**src/rtl/ad9866_pkg.sv**
```systemverilog
// ----------------------------------------------------------------------------
// ad9866_pkg
// Shared widths and the arbiter state encoding for the AD9866 command path.
// ----------------------------------------------------------------------------
package ad9866_pkg;

  localparam int CMD_ADDR_W = 6;
  localparam int CMD_DATA_W = 32;
  localparam int GRANT_W    = 3;   // wide enough for up to 8 requesters

  typedef enum logic [1:0] {
    ARB_IDLE  = 2'd0,
    ARB_ISSUE = 2'd1,
    ARB_DONE  = 2'd2,
    ARB_ABORT = 2'd3
  } arb_state_t;

endpackage

```
**src/rtl/ad9866_rr_pick.sv**
```systemverilog
// ----------------------------------------------------------------------------
// ad9866_rr_pick
// Combinational round-robin picker: returns the first set bit of rqst found
// scanning upward from ptr and wrapping NREQ-1 -> 0.
// Ports:
//   rqst   in  NREQ  request vector
//   ptr    in  3     scan start index (always < NREQ)
//   valid  out 1     at least one request set
//   winner out 3     index of the chosen requester (0 when valid is low)
// ----------------------------------------------------------------------------
module ad9866_rr_pick
  import ad9866_pkg::*;
#(
  parameter int NREQ = 3
) (
  input  logic [NREQ-1:0]    rqst,
  input  logic [GRANT_W-1:0] ptr,
  output logic               valid,
  output logic [GRANT_W-1:0] winner
);

  // Scan from the farthest offset back to the pointer so the closest hit wins.
  always_comb begin
    valid  = 1'b0;
    winner = {GRANT_W{1'b0}};
    for (int k = NREQ - 1; k >= 0; k--) begin
      int idx;
      idx = (int'(ptr) + k) % NREQ;
      if (rqst[idx]) begin
        valid  = 1'b1;
        winner = GRANT_W'(idx);
      end else begin
        valid  = valid;
        winner = winner;
      end
    end
  end

endmodule

```
**src/rtl/ad9866_cmd_arb.sv**
```systemverilog
// ----------------------------------------------------------------------------
// ad9866_cmd_arb
// Round-robin arbiter sharing one AD9866 command slave among NREQ requesters.
// The winning request is latched in IDLE, presented to the slave while in
// ISSUE, and either completed (one-cycle req_ack to the winner) or aborted
// after TIMEOUT cycles without m_cmd_ack (one-cycle timeout_err).
// Optional build macro AD9866_ARB_PRIO0_EN: requester 0 gets fixed highest
// priority and round robin covers requesters 1..NREQ-1 only.
// Ports:
//   clk, rst      clock, synchronous active-high reset
//   req_addr      in  6*NREQ   per-requester address, slice i = [6*i+:6]
//   req_data      in  32*NREQ  per-requester data, slice i = [32*i+:32]
//   req_rqst      in  NREQ     per-requester request level
//   req_ack       out NREQ     one-cycle completion pulse to the winner
//   m_cmd_addr    out 6        to command slave
//   m_cmd_data    out 32       to command slave
//   m_cmd_rqst    out 1        request to command slave
//   m_cmd_ack     in  1        slave accept
//   grant_id      out 3        index of current or last grant
//   busy          out 1        high whenever not IDLE
//   timeout_err   out 1        one-cycle pulse on abort
// ----------------------------------------------------------------------------
module ad9866_cmd_arb
  import ad9866_pkg::*;
#(
  parameter int NREQ    = 3,
  parameter int TIMEOUT = 1023
) (
  input  logic                       clk,
  input  logic                       rst,
  input  logic [CMD_ADDR_W*NREQ-1:0] req_addr,
  input  logic [CMD_DATA_W*NREQ-1:0] req_data,
  input  logic [NREQ-1:0]            req_rqst,
  output logic [NREQ-1:0]            req_ack,
  output logic [CMD_ADDR_W-1:0]      m_cmd_addr,
  output logic [CMD_DATA_W-1:0]      m_cmd_data,
  output logic                       m_cmd_rqst,
  input  logic                       m_cmd_ack,
  output logic [GRANT_W-1:0]         grant_id,
  output logic                       busy,
  output logic                       timeout_err
);

  localparam int TW = $clog2(TIMEOUT + 1);

  arb_state_t            state_r;
  arb_state_t            state_nxt_s;
  logic [TW-1:0]         timer_r;
  logic [GRANT_W-1:0]    ptr_r;
  logic [GRANT_W-1:0]    grant_r;
  logic [CMD_ADDR_W-1:0] addr_r;
  logic [CMD_DATA_W-1:0] data_r;
  logic                  rqst_r;
  logic [NREQ-1:0]       ack_r;
  logic                  terr_r;
  logic                  busy_r;

  logic [NREQ-1:0]       pick_rqst_s;
  logic                  pick_valid_s;
  logic [GRANT_W-1:0]    pick_idx_s;
  logic                  win_valid_s;
  logic [GRANT_W-1:0]    win_idx_s;
  logic                  ptr_upd_s;
  logic                  grant_s;

  ad9866_rr_pick #(.NREQ(NREQ)) u_pick (
    .rqst   (pick_rqst_s),
    .ptr    (ptr_r),
    .valid  (pick_valid_s),
    .winner (pick_idx_s)
  );

`ifdef AD9866_ARB_PRIO0_EN
  // Requester 0 overrides the round-robin result and leaves the pointer alone.
  always_comb begin
    pick_rqst_s = req_rqst & ~NREQ'(1'b1);
    win_valid_s = req_rqst[0] | pick_valid_s;
    if (req_rqst[0]) begin
      win_idx_s = {GRANT_W{1'b0}};
      ptr_upd_s = 1'b0;
    end else begin
      win_idx_s = pick_idx_s;
      ptr_upd_s = 1'b1;
    end
  end
`else
  // Pure round robin across every requester.
  always_comb begin
    pick_rqst_s = req_rqst;
    win_valid_s = pick_valid_s;
    win_idx_s   = pick_idx_s;
    ptr_upd_s   = 1'b1;
  end
`endif

  assign grant_s = (state_r == ARB_IDLE) && win_valid_s;

  // Next-state decode; an ack in the expiry cycle still counts as completion.
  always_comb begin
    state_nxt_s = state_r;
    case (state_r)
      ARB_IDLE: begin
        if (win_valid_s) state_nxt_s = ARB_ISSUE;
        else             state_nxt_s = ARB_IDLE;
      end
      ARB_ISSUE: begin
        if (m_cmd_ack)                          state_nxt_s = ARB_DONE;
        else if (timer_r == TW'(TIMEOUT - 1))   state_nxt_s = ARB_ABORT;
        else                                    state_nxt_s = ARB_ISSUE;
      end
      ARB_DONE:  state_nxt_s = ARB_IDLE;
      ARB_ABORT: state_nxt_s = ARB_IDLE;
      default:   state_nxt_s = ARB_IDLE;
    endcase
  end

  // State register plus output flops decoded from the upcoming state.
  always_ff @(posedge clk) begin
    if (rst) begin
      state_r <= ARB_IDLE;
      rqst_r  <= 1'b0;
      busy_r  <= 1'b0;
      terr_r  <= 1'b0;
      ack_r   <= {NREQ{1'b0}};
    end else begin
      state_r <= state_nxt_s;
      rqst_r  <= (state_nxt_s == ARB_ISSUE);
      busy_r  <= (state_nxt_s != ARB_IDLE);
      terr_r  <= (state_nxt_s == ARB_ABORT);
      if (state_nxt_s == ARB_DONE) ack_r <= NREQ'(1'b1) << grant_r;
      else                         ack_r <= {NREQ{1'b0}};
    end
  end

  // Grant latch: winner's command, grant index and round-robin pointer.
  always_ff @(posedge clk) begin
    if (rst) begin
      addr_r  <= {CMD_ADDR_W{1'b0}};
      data_r  <= {CMD_DATA_W{1'b0}};
      grant_r <= {GRANT_W{1'b0}};
      ptr_r   <= {GRANT_W{1'b0}};
    end else if (grant_s) begin
      addr_r  <= req_addr[CMD_ADDR_W*win_idx_s +: CMD_ADDR_W];
      data_r  <= req_data[CMD_DATA_W*win_idx_s +: CMD_DATA_W];
      grant_r <= win_idx_s;
      if (ptr_upd_s) begin
        if (win_idx_s == GRANT_W'(NREQ - 1)) ptr_r <= {GRANT_W{1'b0}};
        else                                 ptr_r <= win_idx_s + 3'd1;
      end
    end
  end

  // Transaction timer: cleared on grant, counts in ISSUE, saturates at all-ones.
  always_ff @(posedge clk) begin
    if (rst) begin
      timer_r <= {TW{1'b0}};
    end else if (grant_s) begin
      timer_r <= {TW{1'b0}};
    end else if ((state_r == ARB_ISSUE) && (timer_r != {TW{1'b1}})) begin
      timer_r <= timer_r + TW'(1);
    end
  end

  assign m_cmd_addr  = addr_r;
  assign m_cmd_data  = data_r;
  assign m_cmd_rqst  = rqst_r;
  assign req_ack     = ack_r;
  assign grant_id    = grant_r;
  assign busy        = busy_r;
  assign timeout_err = terr_r;

endmodule
```
**config.mk**
```make
export PLATFORM = sky130hd
export DESIGN_NAME = ad9866_cmd_arb
export DESIGN_NICKNAME = d
export VERILOG_FILES = /design/src/rtl/ad9866_pkg.sv /design/src/rtl/ad9866_rr_pick.sv /design/src/rtl/ad9866_cmd_arb.sv
export SDC_FILE = /design/constraint.sdc
export NUM_CORES = 1
export LEC_CHECK = 0
export ABC_AREA = 1
export BUFFER_PORTS_ARGS = -buffer_cell sky130_fd_sc_hd__buf_2
export CAP_MARGIN = 10
export CORE_MARGIN = 4
export CORE_UTILIZATION = 30
export CTS_CLUSTER_SIZE = 40
export DETAILED_ROUTE_END_ITERATION = 16
export MAX_ROUTING_LAYER = met4
export SYNTH_ARGS = -nofsm -noshare
export SYNTH_HDL_FRONTEND = slang
export SYNTH_HIERARCHICAL = 1
export SYNTH_SLANG_ARGS = --single-unit
```
**constraint.sdc**
```tcl
create_clock -name clk -period 3.9 [get_ports clk]
set_input_delay 0.195 -clock clk [delete_from_list [all_inputs] [get_ports clk]]
set_output_delay 0.195 -clock clk [all_outputs]
set_load 0.02 [all_outputs]
```
# --- Word level (Yosys, flattened, before mapping) ---
# Index checks and enable logic that the tools add are counted.
# W data, S select, Z words.
op_classes:
  n_shift: 3
  n_eq_ne: 9
  n_mux: 20
  n_bitwise: 1
  addsub: 4
  n_lt_le_gt_ge: 3
  n_div: 3
  n_reduce_logical: 7
  multipliers: 1
op_table:
  columns: ["cell", "count"]
  rows:
  - ["$lt A32 B4 Y1 const B", 3]
  - ["$shiftx A96 B9 Y32", 1]
  - ["$mod A32 B3 Y32 const B", 2]
  - ["$mod A4 B3 Y32 const B", 1]
  - ["$shiftx A18 B7 Y6", 1]
  - ["$mux W3", 4]
  - ["$add A10 B1 Y10 const B", 1]
  - ["$eq A10 B10 Y1 const B", 1]
  - ["$mux W1", 10]
  - ["$ne A10 B10 Y1 const B", 1]
  - ["$eq A2 B2 Y1 const B", 4]
  - ["$bmux W1 S2", 3]
  - ["$pmux W2 S3", 1]
  - ["$reduce_or A2 Y1", 3]
  - ["$mul A2 B3 Y5 const A", 1]
  - ["$add A3 B1 Y4 const B", 1]
  - ["$add A3 B2 Y4 const B", 1]
  - ["$eq A2 B1 Y1 const B", 2]
  - ["$mux W2", 2]
  - ["$add A3 B1 Y3 const B", 1]
  - ["$eq A3 B2 Y1 const B", 1]
  - ["$shl A1 B3 Y3 const A", 1]
  - ["$logic_and A1 B1 Y1", 2]
  - ["$logic_not A2 Y1", 1]
  - ["2 further kinds", 2]
totals:
  mem_bits_ro: 0
  register_bits: 62
  mem_count: 0
  ramBits: 0
  out_inout_bits: 47
  latchBits: 0
  elab_cells: 61

# --- Logic depth before layout (Yosys ltp) ---
logic_depth:
  ltp_word: 13
  depth_mapped: 30
  depth_no_buf: 27

# --- By module ---
# The synthesis kept the hierarchy.
modules_own_cells:
  columns: ["mod", "cells_each", "seq_area_each_um2", "n_inst", "area_each_um2"]
  rows:
  - ["ad9866_cmd_arb", 485, 1241.2, 1, 3196.8]
  - ["ad9866_rr_pick", 128, 0.0, 1, 775.7]

# --- Worst setup path after synthesis ---
# Ideal clock, no wire load.
synth_timing:
  path_type: "register to register"
  from: "register ptr_r[0]"
  to: "register data_r[4], in the netlist m_cmd_data[4]"
  slack_ns: 0.533
  arrival_time_ns: 3.309
  synth_period_minus_slack_ns: 3.367
  path_stages_with_launch: 29
  setup_ns: 0.058
  path_cell_list: "dfxtp_1 -> ha_1 -> inv_1 -> nand2_1 -> nand2_2 -> ha_1 -> inv_1 -> nand3_1 -> nand2_2 -> ha_1 -> inv_1 -> nor2_1 -> nand2_1 -> nand2_2 -> nand3_4 -> o21ai_1 -> nand3_2 -> nand2_2 -> nand2_1 -> nand3_1 -> nand2_1 -> buf_2 -> inv_2 -> buf_4 -> buf_6 -> nor2_1 -> o31ai_1 -> nand2_1 -> nand2_1"
synth_via:
  elab_chain_len: 9
  elab_cells_between_ends: 22
  classes_between: "add/sub (2); div (3); shift (1); mux (15); reduce/logical (1)"
synth_lines:
  columns: ["element", "line_no", "text"]
  rows:
  - ["start: declaration", "ad9866_cmd_arb.sv:49", "logic [GRANT_W-1:0] ptr_r;"]
  - ["start signal: assignment", "ad9866_cmd_arb.sv:141", "ptr_r <= {GRANT_W{1'b0}};"]
  - ["start signal: assignment", "ad9866_cmd_arb.sv:147", "if (win_idx_s == GRANT_W'(NREQ - 1)) ptr_r <= {GRANT_W{1'b0}};"]
  - ["start signal: assignment", "ad9866_cmd_arb.sv:148", "else ptr_r <= win_idx_s + 3'd1;"]
  - ["$add A3 B2 Y4", "ad9866_rr_pick.sv:28", "idx = (int'(ptr) + k) % NREQ;"]
  - ["$mod A32 B3 Y32", "ad9866_rr_pick.sv:28", null]
  - ["$bmux W1 S2", "ad9866_rr_pick.sv:29", "if (rqst[idx]) begin"]
  - ["$mux W1 (not written as such) (2 in a row)", "ad9866_rr_pick.sv:29", null]
  - ["$mux W3 (2 in a row)", "ad9866_rr_pick.sv:29", null]
  - ["$mux W3 *", "ad9866_rr_pick.sv:29", null]
  - ["named net pick_idx_s[0]", "ad9866_cmd_arb.sv:60", "logic [GRANT_W-1:0] pick_idx_s;"]
  - ["$shiftx A96 B9 Y32 *", "ad9866_cmd_arb.sv:144", "data_r <= req_data[CMD_DATA_W*win_idx_s +: CMD_DATA_W];"]
  - ["end signal: assignment", "ad9866_cmd_arb.sv:139", "data_r <= {CMD_DATA_W{1'b0}};"]
  - ["end signal: assignment", "ad9866_cmd_arb.sv:144", null]
  - ["end: declaration", "ad9866_cmd_arb.sv:52", "logic [CMD_DATA_W-1:0] data_r;"]
# Mark *: on every way through the listed nets, which the timed path passes. The rest lies on a longest branch. The select of a mux whose other input is x is not followed.
# A chain may end at the register's enable or synchronous reset.

# --- Final worst setup path ---
layout_timing:
  from: "register ptr_r[2]"
  to: "register data_r[11], in the netlist m_cmd_data[11]"
# The elaborated chain is that of the path after synthesis.

==> results.md <==
- Final GP Congestion: between 0.8 and 0.9
- Compound-Gate Fraction of Synth Area: between 10% and 20%
- Hpwl dp: between 9000 and 10,000 um
- Synthesized area: 3970 um^2
- Antenna Nets Post-Route: 0
- Peak VDD IR: approximately 0.49 mV
- Max-slew headroom: 63.3%
- DP Cell Count: slightly above 900
- Max FO, Critical Path: 60
- Tmin final: 3.56 ns
- WP data required: 4.17 ns
- Clock Tree Buf Depth: 2
- Hold Path Origin: rst
- Io pins: ~170
- Clock skew: 0.00625 ns
- Synthesized area per cell: approximately 6.5 um^2
- Fmax: between 200 and 300 MHz
- Worst reg2reg path startpoint: ptr_r[2]
- Layout Cells excl Fill: between 900 and 1,000
- Synth Register Bits: 62
- Simple-gate area share of the yosys netlist: around two fifths
- Vias per std cell: 4.59
- Syn-to-layout area delta: 33.7%
- Final setup viols: 0
- Clock root buffer: clkbuf_16
- WHS Endpoint: m_cmd_rqst
- Routed Wire Length: between 10,000 and 15,000 um
- Cell Area, Placed: roughly 5000 um^2
- Status: finished, final reports clean
- Chip Width: approximately 120 um
- Drt initial violations: 207
- Die Y: ~120 um
- Max_cap viols: 0
- CTS tree: yes
- Commonest non-fill, non-tap cell in the layout: nand2_1
- PwrDens: ~1000 nW/um^2
- Clock transition at the registers of the reported paths: 0.05 ns
- Reg2reg path depth: 22
- Xor and xnor area share after synthesis: under 10%
- Most frequent cells in the layout: nand2_1, buf_2, nor2_1
- Setup TNS Final: 0 ns
- Pin count of the biggest net entering global routing: 61
- TritonCTS buffer count: 9
- Number of global-route vias before repair: 4,006
- Tot Pwr: between 5 and 6 mW
- Worst-Margin Slew: ~0.55 ns
- Sinks on Clock Net: a little over 60
- DRC Markers: 0
- Clock Latency Late Sink: approximately 0.32 ns
- Setup CP Type: flip-flop to flip-flop
- Reg2Reg Setup Slack: around 0.34 ns
- Global-route wire length before repair: around 19,000 um
- Synthesized Nets: 753
- Crit. End Element: flip-flop
- FILL cells: 1,357
- Router iterations before antenna repair: 4
- Gate Count Post-Synth: approximately 610
- Share of layout cells above drive strength 1: around 29%
- Final Cycle Share: around nine tenths
- Netlist cell types: 39
- Drt wl/cell: approximately 13 um
- Total number of vias: 4,354
- Buffers inserted by post-CTS timing repair: 0
- Starting Density: between 30% and 40%
- Unrepaired setup endpoints after global routing: no
- Antenna diode count: 0
- Synth Area in Adders: between 6 and 7%
- Num rows: 41
- # port buffers: between 150 and 200
- Crit path DAT: between 3 and 4 ns
- CORE AREA: between 10,000 and 15,000 um^2
- Final nets: around 900
- Multiplexer area fraction after synthesis: less than 1%
- Yosys warning count: 6
- Hold Crit Class: input port to flip-flop
- Largest family of logic cells by synthesized area: simple AND/OR/NAND/NOR gates
- Max Slew Vio Count: 0
- Post-layout utilization of the core: 41.6%
- Total die area: 15,100 um^2
- H-tree levels: 3
- GR Util All Layers: ~16%
- Worst r2r dst: m_cmd_data[11]
- Startpoint types: flip-flop
- Leak: ~2.7 nW
- Final Hold Fails: 0
- Gr ovfl total: 0
- Final Cell Area: ~5300 um^2
- Initial antenna violation count: 0
- Hold depth: 2
- Post-synthesis sequential area ratio: a little under a third
registers in the layout, summed over array words and instances, names as in the netlist:
signal,flops
busy,1
grant_id,3
m_cmd_addr,6
m_cmd_data,32
m_cmd_rqst,1
ptr_r,3
req_ack,3
state_r,2
timeout_err,1
timer_r,10
through the flow:
stage          worst slack (ns)  hold slack [ns]
2_1_floorplan             0.533            0.396
3_5_place_dp              0.289            0.433
5_1_grt                 0.00667            0.203
4_1_cts                   0.281            0.186
6_report                  0.339            0.192
3_3_place_gp              0.343            0.433
Yosys cell counts:
library cell    n  area share [%]
nand2_1       191              18
nor2_1        102             9.6
dfxtp_1        62              31
nand3_1        59             7.4
o31ai_1        38             7.2
inv_1          34             3.2
ha_1           19             6.0
buf_2          17             2.1
a21oi_1        12             1.5
nand2_2         8             1.3
nand4_1         8             1.3
o21ai_0         8             1.0
inv_2           7            0.66
clkbuf_1        6            0.57
buf_4           4            0.76
nor3_1          4            0.50
xor2_1          4            0.88
buf_1           3            0.28
a31oi_1         2            0.31
nand3_2         2            0.50
nand3_4         2            0.88
nor2_2          2            0.31
o211ai_1        2            0.38
o21ai_1         2            0.25
a21boi_1        1            0.19
a21o_2          1            0.22
a21oi_2         1            0.22
buf_6           1            0.28
clkinv_2        1            0.13
fa_1            1            0.50
inv_4           1            0.16
mux2_2          1            0.28
nand2_4         1            0.28
nand3b_1        1            0.19
nor2_4          1            0.28
nor3_2          1            0.25
o21ai_4         1            0.41
o22ai_1         1            0.16
xnor2_1         1            0.22
how the worst max path moves through the flow:
stage                         from        endpoint  slack, ns
after global placement    ptr_r[2]  m_cmd_data[23]       0.34
final                     ptr_r[2]  m_cmd_data[11]       0.34
after detailed placement  ptr_r[1]  m_cmd_data[23]       0.29
after floorplan           ptr_r[0]   m_cmd_data[4]       0.53
after global routing      ptr_r[2]  m_cmd_data[23]      0.007
after CTS                 ptr_r[1]  m_cmd_data[23]       0.28
routing by layer:
metal / wire length [um] / global-route usage (%) / part of all wire, %
met4: 258 / 5.33 / 2.2
met1: 5570 / 20.8 / 47
met2: 5470 / 24.3 / 46
met3: 582 / 2.88 / 4.9
met5: 0 / - / 0
logic make-up (layout without fill, tap and decap cells):
kind of cell	Yosys count	count (layout)
AND/OR/NAND/NOR	382	382
adder cells (fa/ha/maj)	20	20
XOR/XNOR	5	5
multiplexers	1	1
flip-flops	62	62
buffers and inverters	74	238
AO/OA/AOI/OAI	69	69
worst max-delay path, cell delays in order, from the launching register on:
cell and delay [ns]:
dfxtp_1 0.39, ha_1 0.26, nand2_2 0.11, clkinv_2 0.09, ha_1 0.28, inv_1 0.03, nand3_1 0.11, nand2_2 0.07
ha_1 0.27, inv_1 0.03, nor2_1 0.07, nand2_1 0.07, nand2_2 0.09, nand4_1 0.12, nand3_1 0.16, nand2_1 0.06
a21o_2 0.20, a21boi_4 0.14, buf_4 0.48, nand3_1 0.13, o31ai_1 0.11, nand2_1 0.13, nand2_1 0.08
report_power, final:
group / total (mW) / leakage [nW] / switching, mW / internal (mW)
Sequential: 0.869 / 0.508 / 0.0780 / 0.791
Clock: 0.730 / 0.132 / 0.284 / 0.447
Combinational: 3.69 / 2.09 / 2.37 / 1.32
final cells by class:
type,instances,area (um^2),area share (%)
Timing Repair Buffer,179,987,18.6
Sequential cell,62,1240,23.4
Inverter,43,168,3.16
Multi-Input combinational cell,477,2420,45.6
Clock inverter,5,33.8,0.636
Tap cell,172,215,4.05
Clock buffer,11,243,4.57
repair_timing:
action,CTS,global route
resized for setup,0,3
setup endpoints to repair,0,23
hold buffers,0,0
(Power assumes the default switching activity.)
